[src/rtl/trig_updown_counter.sv]
// Trigger-driven up/down counter with prescaled auto-count, bounded range,
// wrap/saturate handling, atomic 16-bit snapshot halves and sticky crossing flags.
module trig_updown_counter #(
    parameter int WIDTH    = 32,
    parameter int PS_WIDTH = 24
) (
    input  logic                sys_clk,
    input  logic                reset_n,
    input  logic                trig_reset,
    input  logic                trig_up,
    input  logic                trig_down,
    input  logic                trig_load,
    input  logic                trig_capture,
    input  logic                trig_clear,
    input  logic                run_en,
    input  logic                wrap_mode,
    input  logic [15:0]         step,
    input  logic [PS_WIDTH-1:0] prescale,
    input  logic [WIDTH-1:0]    limit,
    input  logic [WIDTH-1:0]    load_val,
    output logic [WIDTH-1:0]    count,
    output logic [15:0]         snap_lo,
    output logic [15:0]         snap_hi,
    output logic [7:0]          snap_seq,
    output logic                ovf_flag,
    output logic                unf_flag,
    output logic                ev_pulse,
    output logic [1:0]          state
);

    typedef enum logic [1:0] {
        IDLE = 2'b00,
        RUN  = 2'b01,
        HOLD = 2'b10
    } state_t;

    // Two guard bits so count + step + 1 never overflows and negatives are visible.
    localparam int AW = WIDTH + 2;

    state_t                 state_q, state_d;
    logic [WIDTH-1:0]       count_q, count_d;
    logic [PS_WIDTH-1:0]    ps_q, ps_d;
    logic [15:0]            snap_lo_q, snap_hi_q;
    logic [7:0]             seq_q;
    logic                   ovf_q, unf_q, ev_q;

    logic                   tick;
    logic                   op_active;
    logic                   up_cross, down_cross;
    logic [15:0]            step_eff;
    logic signed [AW-1:0]   step_s, limit_s, tmp;
    logic [WIDTH-1:0]       load_clamped;
    logic [31:0]            cap_val;

    assign tick = (state_q == RUN) && (ps_q == prescale);

    always_comb begin
        step_eff  = (step == '0) ? 16'd1 : step;
        step_s    = {{(AW-16){1'b0}}, step_eff};
        limit_s   = {2'b00, limit};
        tmp       = {2'b00, count_q};
        op_active = !trig_reset && !trig_load && (trig_up || trig_down || tick);
        // Simultaneous up and down cancel; only the tick survives.
        if (trig_up && !trig_down) begin
            tmp = tmp + step_s;
        end
        if (trig_down && !trig_up) begin
            tmp = tmp - step_s;
        end
        if (tick) begin
            tmp = tmp + {{(AW-1){1'b0}}, 1'b1};
        end
        up_cross   = op_active && (tmp > limit_s);
        down_cross = op_active && tmp[AW-1];
    end

    always_comb begin
        load_clamped = (load_val > limit) ? limit : load_val;
        count_d      = count_q;
        if (trig_reset) begin
            count_d = '0;
        end else if (trig_load) begin
            count_d = load_clamped;
        end else if (op_active) begin
            if (up_cross) begin
                count_d = wrap_mode ? '0 : limit;
            end else if (down_cross) begin
                count_d = wrap_mode ? limit : '0;
            end else begin
                count_d = tmp[WIDTH-1:0];
            end
        end else if (count_q > limit) begin
            count_d = limit;
        end
    end

    always_comb begin
        state_d = state_q;
        if (trig_reset) begin
            state_d = run_en ? RUN : IDLE;
        end else begin
            unique case (state_q)
                IDLE: begin
                    if (run_en) begin
                        state_d = RUN;
                    end
                end
                RUN: begin
                    if (!run_en) begin
                        state_d = IDLE;
                    end else if (tick && (up_cross || down_cross) && !wrap_mode) begin
                        state_d = HOLD;
                    end
                end
                HOLD: begin
                    if (!run_en) begin
                        state_d = IDLE;
                    end else if (trig_load) begin
                        state_d = RUN;
                    end
                end
                default: state_d = IDLE;
            endcase
        end
    end

    // Prescaler only advances while staying in RUN; a lowered prescale wraps it silently.
    always_comb begin
        ps_d = ps_q + {{(PS_WIDTH-1){1'b0}}, 1'b1};
        if (trig_reset || state_q != RUN || state_d != RUN || ps_q >= prescale) begin
            ps_d = '0;
        end
    end

    always_comb begin
        cap_val             = '0;
        cap_val[WIDTH-1:0]  = count_q;
    end

    always_ff @(posedge sys_clk or negedge reset_n) begin
        if (!reset_n) begin
            state_q   <= IDLE;
            count_q   <= '0;
            ps_q      <= '0;
            snap_lo_q <= '0;
            snap_hi_q <= '0;
            seq_q     <= '0;
            ovf_q     <= 1'b0;
            unf_q     <= 1'b0;
            ev_q      <= 1'b0;
        end else begin
            state_q <= state_d;
            count_q <= count_d;
            ps_q    <= ps_d;
            // A same-cycle set beats trig_clear.
            ovf_q   <= up_cross || (ovf_q && !trig_clear);
            unf_q   <= down_cross || (unf_q && !trig_clear);
            ev_q    <= up_cross || down_cross;
            if (trig_capture) begin
                snap_lo_q <= cap_val[15:0];
                snap_hi_q <= cap_val[31:16];
                seq_q     <= seq_q + 8'd1;
            end
        end
    end

    assign count    = count_q;
    assign snap_lo  = snap_lo_q;
    assign snap_hi  = snap_hi_q;
    assign snap_seq = seq_q;
    assign ovf_flag = ovf_q;
    assign unf_flag = unf_q;
    assign ev_pulse = ev_q;
    assign state    = state_q;

endmodule

[config.mk]
export PLATFORM = sky130hd
export DESIGN_NAME = trig_updown_counter
export DESIGN_NICKNAME = d
export VERILOG_FILES = /design/src/rtl/trig_updown_counter.sv
export SDC_FILE = /design/constraint.sdc
export NUM_CORES = 1
export LEC_CHECK = 0
export ABC_AREA = 1
export CORE_UTILIZATION = 35
export DETAILED_ROUTE_END_ITERATION = 16
export SYNTH_ARGS = -nofsm -noshare
export SYNTH_HDL_FRONTEND = slang
export SYNTH_SLANG_ARGS = --single-unit
[constraint.sdc]
create_clock -name sys_clk -period 6.95 [get_ports sys_clk]
set_input_delay 1.39 -clock sys_clk [delete_from_list [all_inputs] [get_ports sys_clk]]
set_output_delay 1.39 -clock sys_clk [all_outputs]
set_load 0.02 [all_outputs]
==> metrics.md <==
| Metric | Value |
|---|---|
| Leakage | 9.91 nW |
| Ports | between 150 and 200 |
| GRT Max-Usage Layer | met2 |
| Post-CTS Hold Fix Bufs | 0 |
| Sink Count | a little over 100 |
| Most frequent cells in the layout | nand2_1 (515), buf_4 (386), inv_1 (250) |
| Least-Margin Pin Slew | a little over 0.9 ns |
| Fin. Hold Viols | 0 |
| Worst Clk Skew | 0.0102 ns |
| Crit start category | input pin |
| Switching power share of the total | between 40 and 50% |
| Port Buffers | 190 |
| Register bit total from synthesis | about 100 |
| Layout area overhead | 49.5% |
| Final WS setup | -0.569 ns |
| Initial antenna violation count | 0 |
| Comb pwr share | about three fifths |
| Vias per cell | between 5 and 6 |
| Total GRT Usage | a little over a quarter |
| CTS Buf Count | 9 |
| Yosys warning count | 0 |
| Prevailing post-synth register cell | dfrtp_1 |
| MaxCap Viol Count | 0 |
| Failing checks | setup timing |
| Commonest non-fill, non-tap cell in the layout | nand2_1 |
| Die Y | around 200 um |
| Max VDD drop | ~0.14 mV |
| Post-synth EDFFs | 0 |
| Routability Congestion | ~0.95 |
| Final period util | 108% |
| Synthesized area | between 0.01 and 0.015 mm2 |
| Pre-antenna DRT Iters | 7 |
| Pin count of the biggest net entering global routing | 66 |
| Die area | 0.0394 mm2 |
| Via count | between 15000 and 20000 |
| Ant. Diodes | 0 |
| Slew HR | 38.4% |
| Detailed placement HPWL | about 44000 um |
| GR Overflow Total | 0 |
| Crit path buffers/inverters | 8 |
| Sw power | 0.00134 W |
| Fmax | around 0.13 GHz |
| DIE WIDTH | 199 um |
| DR DRC count | 0 |
| Critical Path Most Common Cell | nand2_2 |
| Longest Clk Path Bufs | 2 |
| Setup CP Type | in2reg |
| CP top delay family | simple AND/OR/NAND/NOR gates |
| Post-synth ARST share | 100% |
| Fillers | 3708 |
| Placed Cells incl. Taps | 3133 |
| Cells after Synth | 2154 |
| Share of the synthesized area in the top cell type | 18.7% |
| Max-slew violations | 0 |
| Power Dens Cells | 152 mW/mm2 |
| Max Fanout on Critical Path | 7 |
| Period minus WS final | 7.52 ns |
| Critical-path top delay cell | nor4_4 |
| Hold Path Class | reg2reg |
| Share of layout cells above drive strength 1 | approximately 28% |
| Met2 Use GR | between 40% and 50% |
| Worst Path Arrival | about 8 ns |
| RSZ-0062 raised after global routing | true |
| Status | finished with violations |
| Synth cell types | 58 |
| Clock-pin transition on the worst setup and hold timing paths | 0.08 ns |
| Flop pwr share | about a quarter |
| Clk_lat worst skew | between 0.3 and 0.4 ns |
| Global-route wire length before repair | 83800 um |
| CTS H-tree lvls | 3 |
| Initial Utilization | between 30% and 40% |
| Combined area of the multi-input logic cells | 0.0106 mm2 |
| Final cell count without fillers | 3208 |
| Post-Syn Nets | between 2000 and 2500 |
| Row cnt | 71 |
| Register area share after synthesis | 18.7% |
| Synthesized area per cell | ~6.3 um2 |
| Biggest area consumer among synthesized cells | dfrtp_1 |
| Min Hold Slack | around 0.47 ns |
| Met1 Use GR | ~40% |
| Final ANT Viol Nets | 0 |
| Critical path required time | 7.27 ns |
| CTS tree | done |
| Worst stage delay on the critical path | ~0.34 ns |
| Clk pwr share | approximately 17% |
| Internal power | 0.00173 W |
| Core area | 0.0378 mm2 |
| Initial DRC Count | 1400 |
| Crit. End Element | flip-flop |
| Vias in the first global route | about 16000 |
| Final setup viols | 60 |
| Routing usage on met3 | 3.80% |
| Reg area | between 0.002 and 0.003 mm2 |
| Area contributors post-synth | dfrtp_1 (19%), nand2_1 (15%), ha_1 (13%) |
| Root Driver | clkbuf_16 |
| Wire per inst | ~17 um |
| Final wirelength | 54900 um |
| Total Nets Final | ~2900 |
-- metal layers --
| layer | part of all wire (%) | wire length (um) | vias up |
|---|---|---|---|
| met1 | 47 | 26000 | 7757 |
| met5 | 0 | 0 | - |
| met2 | 44 | 24100 | 564 |
| met4 | 1.9 | 1070 | 0 |
| met3 | 6.8 | 3750 | 62 |
| li1 | - | - | 8165 |
-- synth_stat cells, types with 3 or more instances --
library cell,instances
a211oi_1,4
a21oi_1,113
a21oi_2,3
buf_1,5
buf_2,9
buf_6,3
clkbuf_1,46
clkinv_1,3
dfrtp_1,101
ha_1,143
inv_1,266
inv_2,21
nand2_1,555
nand2_2,40
nand2_4,8
nand3_1,206
nand3_2,14
nand3b_1,14
nand4_1,43
nor2_1,150
nor2_2,17
nor2_4,26
nor3_1,42
nor3_2,4
nor4_1,11
o211ai_1,16
o21a_1,4
o21ai_0,164
o21ai_1,20
o21bai_1,3
or2_2,6
xnor2_1,9
xor2_1,50
-- registers in the layout, indices dropped and copies added, names as in the netlist --
register / flops
count: 32
ps_q: 24
snap_hi: 16
snap_lo: 16
snap_seq: 8
state: 2
ev_pulse: 1
ovf_flag: 1
unf_flag: 1
-- what timing repair did --
action / 4_1_cts / 5_1_grt
setup endpoints to repair: 60 / 60
resized for setup: 157 / 147
setup buffers: 35 / 24
cloned: 1 / 2
pin swaps: 66 / 87
-- final timing paths --
path,startpoint,cells past startpoint,endpoint,slack [ns]
min in group asynchronous,reset_n,1,ps_q[18],1.00
worst max register to register,count[2],47,state[0],0.38
worst min register to register,snap_seq[7],1,snap_seq[7],0.47
worst max-delay path,step[2],50,ps_q[4],-0.57
worst min-delay path,snap_seq[7],1,snap_seq[7],0.47
max in group asynchronous,reset_n,2,snap_hi[2],4.65
-- cells by family (layout without fill, tap and decap cells) --
group	after synthesis	count (layout)	share of synthesized area, %
compound gates	349	349	14.0
xor+xnor	61	61	4.14
fa+ha+maj	143	143	13.2
buf+inv	359	902	10.6
flops	101	101	18.7
simple gates	1141	1141	39.3
-- per-stage QoR --
| step | setup WS [ns] | setup TNS (ns) | utilization [%] | total power [W] | instance area [um2] |
|---|---|---|---|---|---|
| 2_1_floorplan | 0.0173 | 0 | - | 0.00153 | 13500 |
| 3_3_place_gp | -1.76 | -101.91 | 48.7 | 0.00231 | 18400 |
| 3_5_place_dp | -1.87 | -108.52 | 48.7 | 0.00232 | 18400 |
| 4_1_cts | -0.451 | -21.90 | 51.4 | 0.00295 | 19500 |
| 5_1_grt | -0.950 | -51.89 | 53.4 | 0.00327 | 20200 |
| 6_report | -0.569 | -28.73 | 53.4 | 0.00308 | 20200 |
-- power groups by stage --
stage / logic, W / registers [W] / clock network [W]
after global placement: 0.00157 / 0.000740 / 0
after CTS: 0.00169 / 0.000728 / 0.000540
after global routing: 0.00198 / 0.000739 / 0.000558
final: 0.00182 / 0.000731 / 0.000529
after floorplan: 0.000736 / 0.000793 / 0
after detailed placement: 0.00158 / 0.000740 / 0
-- area by class of cell --
class	count	area share, %
well taps	511	3.16
flip-flops and latches	101	12.5
multi-input cells	1694	52.3
clock buffers	9	1.11
inverters	291	5.43
repair buffers	595	25.2
clock inverters	7	0.334
Note: power is estimated with default switching activity, not from simulation.
